### config.mk
export PLATFORM = sky130hd
export DESIGN_NAME = multicycle_ctrl_flat
export DESIGN_NICKNAME = d
export VERILOG_FILES = /design/src/rtl/multicycle_ctrl_if.sv /design/src/rtl/multicycle_ctrl.sv /design/src/flat_wrapper.sv
export SDC_FILE = /design/constraint.sdc
export NUM_CORES = 1
export LEC_CHECK = 0
export CAP_MARGIN = 20
export CORE_MARGIN = 5
export CORE_UTILIZATION = 55
export CTS_CLUSTER_DIAMETER = 30
export DETAILED_ROUTE_END_ITERATION = 8
export DONT_BUFFER_PORTS = 1
export GPL_TIMING_DRIVEN = 0
export PLACE_DENSITY_LB_ADDON = 0.05
export RECOVER_POWER = 25
export SYNTH_ARGS = -nofsm -noshare
export SYNTH_HDL_FRONTEND = slang
export SYNTH_SLANG_ARGS = --single-unit
### constraint.sdc
create_clock -name clk -period 1.8 [get_ports clk]
set_input_delay 0.27 -clock clk [delete_from_list [all_inputs] [get_ports clk]]
set_output_delay 0.27 -clock clk [all_outputs]
set_load 0.05 [all_outputs]
### src/rtl/multicycle_ctrl_if.sv
// Control bundle between the decoder/data-memory side (master) and multicycle_ctrl (slave).
interface multicycle_ctrl_if #(
    parameter int WB_SEL_W = 2,
    parameter int CNT_W    = 32
);
    logic [WB_SEL_W+4:0] alusel;
    logic                stall;
    logic                mem_ready;
    logic                pc_en;
    logic                id_en;
    logic                ex_en;
    logic                mem_en;
    logic                wb_en;
    logic                jump_en;
    logic                imm_en;
    logic                expc_en;
    logic                l_or_s;
    logic [WB_SEL_W-1:0] wb_ctrl;
    logic                err;
    logic [CNT_W-1:0]    instr_retired;
    logic [CNT_W-1:0]    mem_stall_cycles;

    modport master (
        output alusel, stall, mem_ready,
        input  pc_en, id_en, ex_en, mem_en, wb_en,
        input  jump_en, imm_en, expc_en, l_or_s, wb_ctrl, err,
        input  instr_retired, mem_stall_cycles
    );

    modport slave (
        input  alusel, stall, mem_ready,
        output pc_en, id_en, ex_en, mem_en, wb_en,
        output jump_en, imm_en, expc_en, l_or_s, wb_ctrl, err,
        output instr_retired, mem_stall_cycles
    );
endinterface

### src/rtl/multicycle_ctrl.sv
// Multi-cycle FETCH/DECODE/EXEC/MEM/WB sequencer with memory wait timeout and fetch stall.
// Define MC_CTRL_PERF_EN to build the instr_retired / mem_stall_cycles counters.
module multicycle_ctrl #(
    parameter int WB_SEL_W = 2,
    parameter int MAX_WAIT = 15,
    parameter int CNT_W    = 32
) (
    input  logic             clk,
    input  logic             rst,
    multicycle_ctrl_if.slave bus
);
    localparam int MEM_BIT = WB_SEL_W + 1;
    localparam int ST_BIT  = WB_SEL_W + 2;
    localparam int IMM_BIT = WB_SEL_W + 3;
    localparam int JMP_BIT = WB_SEL_W + 4;
    localparam int WAIT_W  = (MAX_WAIT > 0) ? $clog2(MAX_WAIT + 1) : 1;
    localparam logic [WAIT_W-1:0] WAIT_MAX  = WAIT_W'(MAX_WAIT);
    localparam logic [WAIT_W-1:0] WAIT_LAST = WAIT_W'(MAX_WAIT - 1);

    typedef enum logic [2:0] {
        S_FETCH, S_DECODE, S_EXEC, S_MEM, S_WB, S_ERR
    } state_t;

    state_t              state;
    state_t              next_state;
    logic [WAIT_W-1:0]   wait_cnt;
    logic [WB_SEL_W-1:0] wb_sel;
    logic                mem_wait;
    logic                timeout;
    logic                jump_q, imm_q, expc_q, ls_q, err_q;
    logic [WB_SEL_W-1:0] wb_q;

    assign wb_sel   = bus.alusel[WB_SEL_W:1];
    assign mem_wait = (state == S_MEM) && !bus.mem_ready;
    // Timeout fires on the wait cycle that would bring the counter to MAX_WAIT.
    assign timeout  = (MAX_WAIT > 0) && mem_wait && (wait_cnt == WAIT_LAST);

    // NOTE: sequential state uses non-blocking assignments so every flop samples pre-edge values.
    always_ff @(posedge clk or posedge rst) begin
        if (rst) state <= S_FETCH;
        else     state <= next_state;
    end

    // NOTE: every output of a combinational block is defaulted first; a missed branch would infer a latch.
    always_comb begin
        next_state = state;
        case (state)
            S_FETCH:  next_state = bus.stall ? S_FETCH : S_DECODE;
            S_DECODE: next_state = S_EXEC;
            S_EXEC: begin
                if (!bus.alusel[0])           next_state = S_FETCH;
                else if (bus.alusel[MEM_BIT]) next_state = S_MEM;
                else                          next_state = S_WB;
            end
            S_MEM: begin
                if (bus.mem_ready) next_state = bus.alusel[ST_BIT] ? S_FETCH : S_WB;
                else if (timeout)  next_state = S_ERR;
            end
            S_WB:    next_state = S_FETCH;
            default: next_state = S_ERR;
        endcase
    end

    // Enables are forced low while rst is held, even though the state already reads FETCH.
    always_comb begin
        bus.pc_en  = 1'b0;
        bus.id_en  = 1'b0;
        bus.ex_en  = 1'b0;
        bus.mem_en = 1'b0;
        bus.wb_en  = 1'b0;
        if (!rst) begin
            case (state)
                S_FETCH:  bus.pc_en  = 1'b1;
                S_DECODE: bus.id_en  = 1'b1;
                S_EXEC:   bus.ex_en  = 1'b1;
                S_MEM:    bus.mem_en = 1'b1;
                S_WB:     bus.wb_en  = 1'b1;
                default:  ;
            endcase
        end
    end

    always_ff @(posedge clk or posedge rst) begin
        if (rst)                                         wait_cnt <= '0;
        else if (state == S_EXEC && next_state == S_MEM) wait_cnt <= '0;
        else if (mem_wait && wait_cnt != WAIT_MAX)       wait_cnt <= wait_cnt + WAIT_W'(1);
    end

    // Sideband fields latch on the edge that enters their stage and hold otherwise.
    always_ff @(posedge clk or posedge rst) begin
        if (rst) begin
            jump_q <= 1'b0;
            imm_q  <= 1'b0;
            expc_q <= 1'b0;
            ls_q   <= 1'b0;
            wb_q   <= '0;
            err_q  <= 1'b0;
        end else begin
            if (next_state == S_FETCH && state != S_FETCH) jump_q <= bus.alusel[JMP_BIT];
            if (next_state == S_EXEC && state != S_EXEC) begin
                imm_q  <= bus.alusel[IMM_BIT];
                expc_q <= &wb_sel;
            end
            if (next_state == S_MEM && state != S_MEM) ls_q <= bus.alusel[ST_BIT];
            if (next_state == S_WB && state != S_WB)   wb_q <= wb_sel;
            if (next_state == S_ERR)                   err_q <= 1'b1;
        end
    end

    assign bus.jump_en = jump_q;
    assign bus.imm_en  = imm_q;
    assign bus.expc_en = expc_q;
    assign bus.l_or_s  = ls_q;
    assign bus.wb_ctrl = wb_q;
    assign bus.err     = err_q;

`ifdef MC_CTRL_PERF_EN
    logic [CNT_W-1:0] retired_q;
    logic [CNT_W-1:0] stall_q;

    always_ff @(posedge clk or posedge rst) begin
        if (rst) begin
            retired_q <= '0;
            stall_q   <= '0;
        end else begin
            if (next_state == S_FETCH && state != S_FETCH) retired_q <= retired_q + CNT_W'(1);
            if (mem_wait)                                  stall_q   <= stall_q + CNT_W'(1);
        end
    end

    assign bus.instr_retired    = retired_q;
    assign bus.mem_stall_cycles = stall_q;
`else
    assign bus.instr_retired    = {CNT_W{1'b0}};
    assign bus.mem_stall_cycles = {CNT_W{1'b0}};
`endif
endmodule

### src/flat_wrapper.sv
// flat-port wrapper written by rule: the top's interface ports become plain ports
module multicycle_ctrl_flat 
#(
    parameter int WB_SEL_W = 2,
    parameter int MAX_WAIT = 15,
    parameter int CNT_W    = 32
)
  (clk, rst, bus_alusel, bus_stall, bus_mem_ready, bus_pc_en, bus_id_en, bus_ex_en, bus_mem_en, bus_wb_en, bus_jump_en, bus_imm_en, bus_expc_en, bus_l_or_s, bus_wb_ctrl, bus_err, bus_instr_retired, bus_mem_stall_cycles);
  multicycle_ctrl_if #(.WB_SEL_W(WB_SEL_W), .CNT_W(CNT_W)) bus_i ();
  input  logic clk;
  input  logic rst;
  input wire logic [$bits(bus_i.alusel)-1:0] bus_alusel;
  input wire logic [$bits(bus_i.stall)-1:0] bus_stall;
  input wire logic [$bits(bus_i.mem_ready)-1:0] bus_mem_ready;
  output wire logic [$bits(bus_i.pc_en)-1:0] bus_pc_en;
  output wire logic [$bits(bus_i.id_en)-1:0] bus_id_en;
  output wire logic [$bits(bus_i.ex_en)-1:0] bus_ex_en;
  output wire logic [$bits(bus_i.mem_en)-1:0] bus_mem_en;
  output wire logic [$bits(bus_i.wb_en)-1:0] bus_wb_en;
  output wire logic [$bits(bus_i.jump_en)-1:0] bus_jump_en;
  output wire logic [$bits(bus_i.imm_en)-1:0] bus_imm_en;
  output wire logic [$bits(bus_i.expc_en)-1:0] bus_expc_en;
  output wire logic [$bits(bus_i.l_or_s)-1:0] bus_l_or_s;
  output wire logic [$bits(bus_i.wb_ctrl)-1:0] bus_wb_ctrl;
  output wire logic [$bits(bus_i.err)-1:0] bus_err;
  output wire logic [$bits(bus_i.instr_retired)-1:0] bus_instr_retired;
  output wire logic [$bits(bus_i.mem_stall_cycles)-1:0] bus_mem_stall_cycles;
  assign bus_i.alusel = bus_alusel;
  assign bus_i.stall = bus_stall;
  assign bus_i.mem_ready = bus_mem_ready;
  assign bus_pc_en = bus_i.pc_en;
  assign bus_id_en = bus_i.id_en;
  assign bus_ex_en = bus_i.ex_en;
  assign bus_mem_en = bus_i.mem_en;
  assign bus_wb_en = bus_i.wb_en;
  assign bus_jump_en = bus_i.jump_en;
  assign bus_imm_en = bus_i.imm_en;
  assign bus_expc_en = bus_i.expc_en;
  assign bus_l_or_s = bus_i.l_or_s;
  assign bus_wb_ctrl = bus_i.wb_ctrl;
  assign bus_err = bus_i.err;
  assign bus_instr_retired = bus_i.instr_retired;
  assign bus_mem_stall_cycles = bus_i.mem_stall_cycles;
  multicycle_ctrl #(.WB_SEL_W(WB_SEL_W), .MAX_WAIT(MAX_WAIT), .CNT_W(CNT_W)) u_core (.clk(clk), .rst(rst), .bus(bus_i));
endmodule
==> flow_metrics.tcl, run 1 <==
set metrics [dict create \
    worst_pin_slew_ns 0.559 \
    cts_root_buf "clkbuf_4" \
    finalWorstSetupSlack_ns -0.0202 \
    rr_worst_depth 6 \
    min_path_cells 2 \
    whs_endpoint "u_core.bus.expc_en" \
    synthArstFlopShare 1.00 \
    skew_ns 0.0112 \
    io_pins 87 \
    hold_start "bus_alusel[1]" \
    final_hold_viol_count 0 \
    layout-drive-gt1-share 0.483 \
    core_area_sq_mm 0.00221 \
    synth_seq_cells 14 \
    path_class "flop to output pin" \
    max_freq_ghz 0.549 \
    min_path_type "input pin to flop" \
    cp-end-kind "output pin" \
    drt_first_pass_iters 3 \
    ant_nets 0 \
    cts.sinks 14 \
    cp.required_ns 1.53 \
    p_total_mw 2.46 \
    netlist_instances 135 \
    num_antenna_cells 0 \
    critical_path_arrival_ns 1.55 \
    crit_fanout 7 \
    timing.rr.start "u_core.wait_cnt[1]" \
    violations "negative setup slack" \
    ys.warnings.count 0 \
    period_needed_ns 1.82 \
    insertion_delay_ns 0.28 \
    pre_cts_ws_ns -0.0299 \
    setup_viol 1 \
    seq_area_frac_synth 0.276 \
    wl_per_cell_um 10.6 \
    hpwl_um 2140 \
    die_width_um 58.1 \
    worst-r2r-setup-slack_ns 0.03 \
    cts_tree "yes" \
    power_density_mw_per_mm2 1420 \
    clockBufferDepth 2 \
    grt_pass1_wl_um 3690 \
    startpoint_type "flop" \
    netlist_area_sq_mm 0.00127 \
    numCtsBuffers 3 \
    syn_area_per_cell_sq_um 9.41 \
    die_h_um 58.1 \
    cts-htree-levels 1 \
    start_util 0.574 \
    vdd_drop_max_uv 990 \
    core.rowCount 17 \
    slew_violations 0 \
    fill_cells 164 \
    rsz0062_at_grt "yes" \
    grtUsageTotal 0.137 \
    syn2layout_area_growth_pct 36.2 \
    initialDrtViolationCount 10 \
    drc 0 \
    antenna_found_initial 0 \
    fin_nets 225 \
    gp_congestion 0.791 \
    outcome "finished with violations" \
    tns_ns -0.0202 \
    grt_max_degree 15 \
    synth_ff_type "dfrtp_1" \
    grt_pass1_vias 862 \
    max_cap_viol_count 0 \
    cellLeakagePower_nw 1.01 \
    numPortBuffers 0 \
    vias_per_cell 3.86 \
    synth_edf_count 0 \
    dieArea_sq_mm 0.00337 \
    overflow 0 \
    r2r-end "u_core.bus.wb_ctrl[0]" \
    finalCritPeriodShare 1.01 \
    synth_cell_type_count 38 \
    fin_util 0.782 \
    path_clk_slew_ns 0.09 \
    slew_headroom 0.626 \
    vias 922 \
    wirelength_um 2540 \
]
==> cells in the final DEF, fill, tap and decap left out, types with 2 or more instances in the layout <==
cell	Yosys	final
nor2_1	7	6
mux2_4	1	2
clkbuf_4	0	3
mux2_2	2	2
o21ai_2	1	2
inv_1	3	3
conb_1	1	64
xor2_1	2	2
nand2_1	4	4
buf_6	2	2
nor4b_2	0	2
buf_4	65	73
a21o_1	2	2
dfrtp_1	14	13
==> critical path, cell delays in order, from the launching register on <==
cell and delay, ns:
dfrtp_1 0.38, buf_6 0.13, or2b_4 0.27, nor3_4 0.49
==> layout make-up <==
cell class	count	area, sq um	area share
multi-input cells	114	714	0.413
plain buffers	67	510	0.295
flip-flops and latches	14	352	0.203
repair buffers	9	70.1	0.0405
clock buffers	4	36.3	0.0210
well taps	28	35.0	0.0203
inverters	3	11.3	0.00651
==> how the worst max path moves through the flow <==
| stage | from | to | slack [ns] |
|---|---|---|---|
| 3_5_place_dp | u_core.wait_cnt[0] | u_core.bus.wb_ctrl[1] | -0.03 |
| 3_3_place_gp | u_core.state[2] | bus_ex_en | -0.09 |
| 5_1_grt | u_core.state[1] | bus_id_en | -0.06 |
| 2_1_floorplan | u_core.state[2] | bus_ex_en | -0.009 |
| 6_report | u_core.state[1] | bus_id_en | -0.02 |
| 4_1_cts | u_core.state[1] | bus_id_en | -0.05 |
==> flip-flops by register name, summed over array words and instances (netlist names) <==
name and cells:
u_core.wait_cnt 4, u_core.state 3, u_core.bus.wb_ctrl 2, u_core.bus.err 1, u_core.bus.expc_en 1, u_core.bus.imm_en 1
u_core.bus.jump_en 1, u_core.bus.l_or_s 1
==> cell usage after synthesis (all sizes together), types with 2 or more instances <==
cell type	count	area, sq um
ha	2	25.0
nor4b	2	17.5
xor2	2	17.5
a21o	2	15.0
dfrtp	14	350
nor4	2	12.5
nand2	4	15.0
nand3b	2	27.5
mux2	5	60.1
nor3	3	20.0
o21ai	3	18.8
inv	3	11.3
nor2	7	26.3
nand4	2	18.8
buf	67	510
==> metal layers <==
| metal | up-vias | wire, um | track usage |
|---|---|---|---|
| met4 | 0 | 26 | 0.0530 |
| li1 | 473 | - | - |
| met2 | 46 | 1390 | 0.273 |
| met1 | 399 | 767 | 0.126 |
| met3 | 4 | 353 | 0.0445 |
| met5 | - | 0 | 0 |
==> metrics by stage <==
step | instance area, sq um | hold WS, ns | instances
global placement | 1570 | 0.222 | 226
finish | 1730 | 0.123 | 239
detailed placement | 1590 | 0.228 | 229
global route | 1730 | 0.109 | 239
CTS | 1660 | 0.112 | 235
floorplan | 1530 | 0.159 | 198
==> cells by family after synthesis <==
family | share of synthesized area
buffers and inverters | 0.411
AND/OR/NAND/NOR | 0.162
flip-flops | 0.276
AO/OA/AOI/OAI | 0.0532
multiplexers | 0.0552
XOR/XNOR | 0.0207
adder cells (fa/ha/maj) | 0.0197
other | 0.00295
==> report_power, final <==
group | switching [mW] | internal (mW) | total (mW)
sequential | 0.409 | 0.455 | 0.864
clock | 0.100 | 0.123 | 0.223
combinational | 0.809 | 0.564 | 1.37
total | 1.32 | 1.14 | 2.46
==> timing repair <==
| action | in CTS | in global routing |
|---|---|---|
| endpoints found under the hold margin | 14 | 0 |
| gates cloned | 0 | 0 |
| hold buffers | 1 | 0 |
| gates resized for setup | 3 | 9 |
| pin swaps | 0 | 2 |
| endpoints found under the setup margin | 5 | 6 |
| setup buffers | 1 | 4 |
Power figures use the tool's default switching activity.
==> run 2: changes to the inputs <==
ABC_CLOCK_PERIOD_IN_PS = 1800   (was default)
==> results of run 2 <==
Final layout, timing and power as in run 1 (identical DEF).
==> run 3: changes to the inputs <==
ABC_CLOCK_PERIOD_IN_PS = 1950   (was 1800)
clock period = 1.95 ns   (was 1.8 ns; I/O delays follow)
==> flow_metrics.tcl, run 3 (synthesis gave the netlist of run 1 again) <==
set metrics [dict create \
    wirelength_um 2400 \
    ant_nets 0 \
    rr_worst_depth 7 \
    io_pins 87 \
    switching_share 0.550 \
    hpwl_um 2140 \
    p_switching_mw 1.16 \
    crit_fanout 10 \
    regArea_sq_um 350 \
    grt_pass1_wl_um 3680 \
    pre_cts_ws_ns 0.120 \
    top_register "u_core.wait_cnt" \
    dieArea_sq_mm 0.00337 \
    startpoint_type "flop" \
    insertion_delay_ns 0.28 \
    grt_max_degree 15 \
    cellLeakagePower_nw 0.974 \
    critical_path_arrival_ns 1.56 \
    drc 0 \
    vdd_drop_max_uv 884 \
    crit_slowest_cell "nor3_4" \
    post_cts_buffers 0 \
    die_h_um 58.1 \
    syn2layout_area_growth_pct 29.8 \
    largest_reg_flops 4 \
    core.rowCount 17 \
    holdWs_ns 0.141 \
    initialDrtViolationCount 9 \
    path_clk_slew_ns 0.09 \
    finalWorstSetupSlack_ns 0.0966 \
    cts_root_buf "clkbuf_4" \
    num_antenna_cells 0 \
    worst_pin_slew_ns 0.559 \
    max_cap_viol_count 0 \
    final_common_cell "buf_4" \
    rsz0062_at_grt "no" \
    grt_pass1_vias 859 \
    slew_violations 0 \
    overflow 0 \
    die_width_um 58.1 \
    critPathBufInv 1 \
    fin_nets 220 \
    worst-r2r-setup-slack_ns 0.12 \
    setup_viol 0 \
    antenna_found_initial 0 \
    wl_per_cell_um 10.2 \
    outcome "finished, final reports clean" \
    r2r-end "u_core.bus.wb_ctrl[1]" \
    min_path_cells 2 \
    cpPeakStageDelay_ns 0.46 \
    place_inst 229 \
    timing.rr.start "u_core.wait_cnt[0]" \
    power_density_mw_per_mm2 1270 \
    gp_congestion 0.791 \
    final_cell_mix "buf_4, conb_1, dfrtp_1" \
    vias_per_cell 3.84 \
    cts-htree-levels 1 \
    combPwrFrac 0.523 \
    fin_util 0.745 \
    cp.required_ns 1.66 \
    cts_tree "yes" \
    vias 898 \
    finalCritPeriodShare 0.950 \
    min_path_type "input pin to flop" \
    layout-drive-gt1-share 0.442 \
    cp-end-kind "output pin" \
    final_hold_viol_count 0 \
    cts.sinks 14 \
    grtUsageTotal 0.137 \
    clockBufferDepth 2 \
    fill_cells 172 \
    tns_ns 0 \
    layout.cells.non_filler 234 \
    core_area_sq_mm 0.00221 \
    path_class "flop to output pin" \
    cp_top_family "simple AND/OR/NAND/NOR gates" \
    numCtsBuffers 3 \
    whs_endpoint "u_core.bus.expc_en" \
    seqPwrFrac 0.379 \
    slew_headroom 0.626 \
    p_clk_frac 0.098 \
    path_cells "buf_6, or2b_1, nor3_4" \
    numPortBuffers 0 \
    skew_ns 0.00876 \
    drt_first_pass_iters 2 \
    cell_internal_pwr_uw 944 \
    max_freq_ghz 0.540 \
    hold_start "bus_alusel[1]" \
    start_util 0.574 \
    multiInputGateArea_sq_um 672 \
    period_needed_ns 1.85 \
]
==> run 3: power groups by stage <==
stage	Combinational, mW	Clock, mW	Sequential, mW
2_1_floorplan	0.970	0	0.771
3_3_place_gp	1.04	0	0.796
3_5_place_dp	1.09	0	0.805
4_1_cts	1.10	0.214	0.798
5_1_grt	1.18	0.228	0.816
6_report	1.10	0.206	0.795
==> run 3: per-stage QoR <==
| stage | cell area, sq um | power [mW] |
|---|---|---|
| 3_3_place_gp | 1570 | 1.83 |
| 3_5_place_dp | 1590 | 1.89 |
| 2_1_floorplan | 1530 | 1.74 |
| 6_report | 1650 | 2.10 |
| 5_1_grt | 1650 | 2.22 |
| 4_1_cts | 1640 | 2.11 |
==> run 3: final cells by class <==
class	count	area share
Buffer	67	0.310
Clock buffer	4	0.0220
Inverter	3	0.00683
Multi-Input combinational cell	114	0.408
Sequential cell	14	0.213
Tap cell	28	0.0213
Timing Repair Buffer	4	0.0197
==> run 3: per-layer routing <==
metal  vias to the layer above  track usage  routed length, um
met5                         -            0                  0
met4                         0       0.0530                 35
met3                         5       0.0445                356
met2                        47        0.274               1270
met1                       381        0.123                733
li1                        465            -                  -
==> run 3: timing repair <==
item,4_1_cts,5_1_grt
gates resized for setup,2,1
endpoints found under the hold margin,14,0
hold buffers,1,0
setup endpoints to repair,2,2
==> run 3: worst max-delay path by stage <==
| stage | slack, ns | endpoint | cells past startpoint | from |
|---|---|---|---|---|
| finish | 0.1 | bus_id_en | 3 | u_core.state[1] |
| CTS | 0.07 | bus_id_en | 3 | u_core.state[1] |
| global route | 0.04 | bus_id_en | 3 | u_core.state[1] |
| global placement | 0.04 | bus_ex_en | 2 | u_core.state[2] |
| floorplan | 0.12 | bus_ex_en | 2 | u_core.state[2] |
| detailed placement | 0.12 | u_core.bus.wb_ctrl[1] | 7 | u_core.wait_cnt[0] |
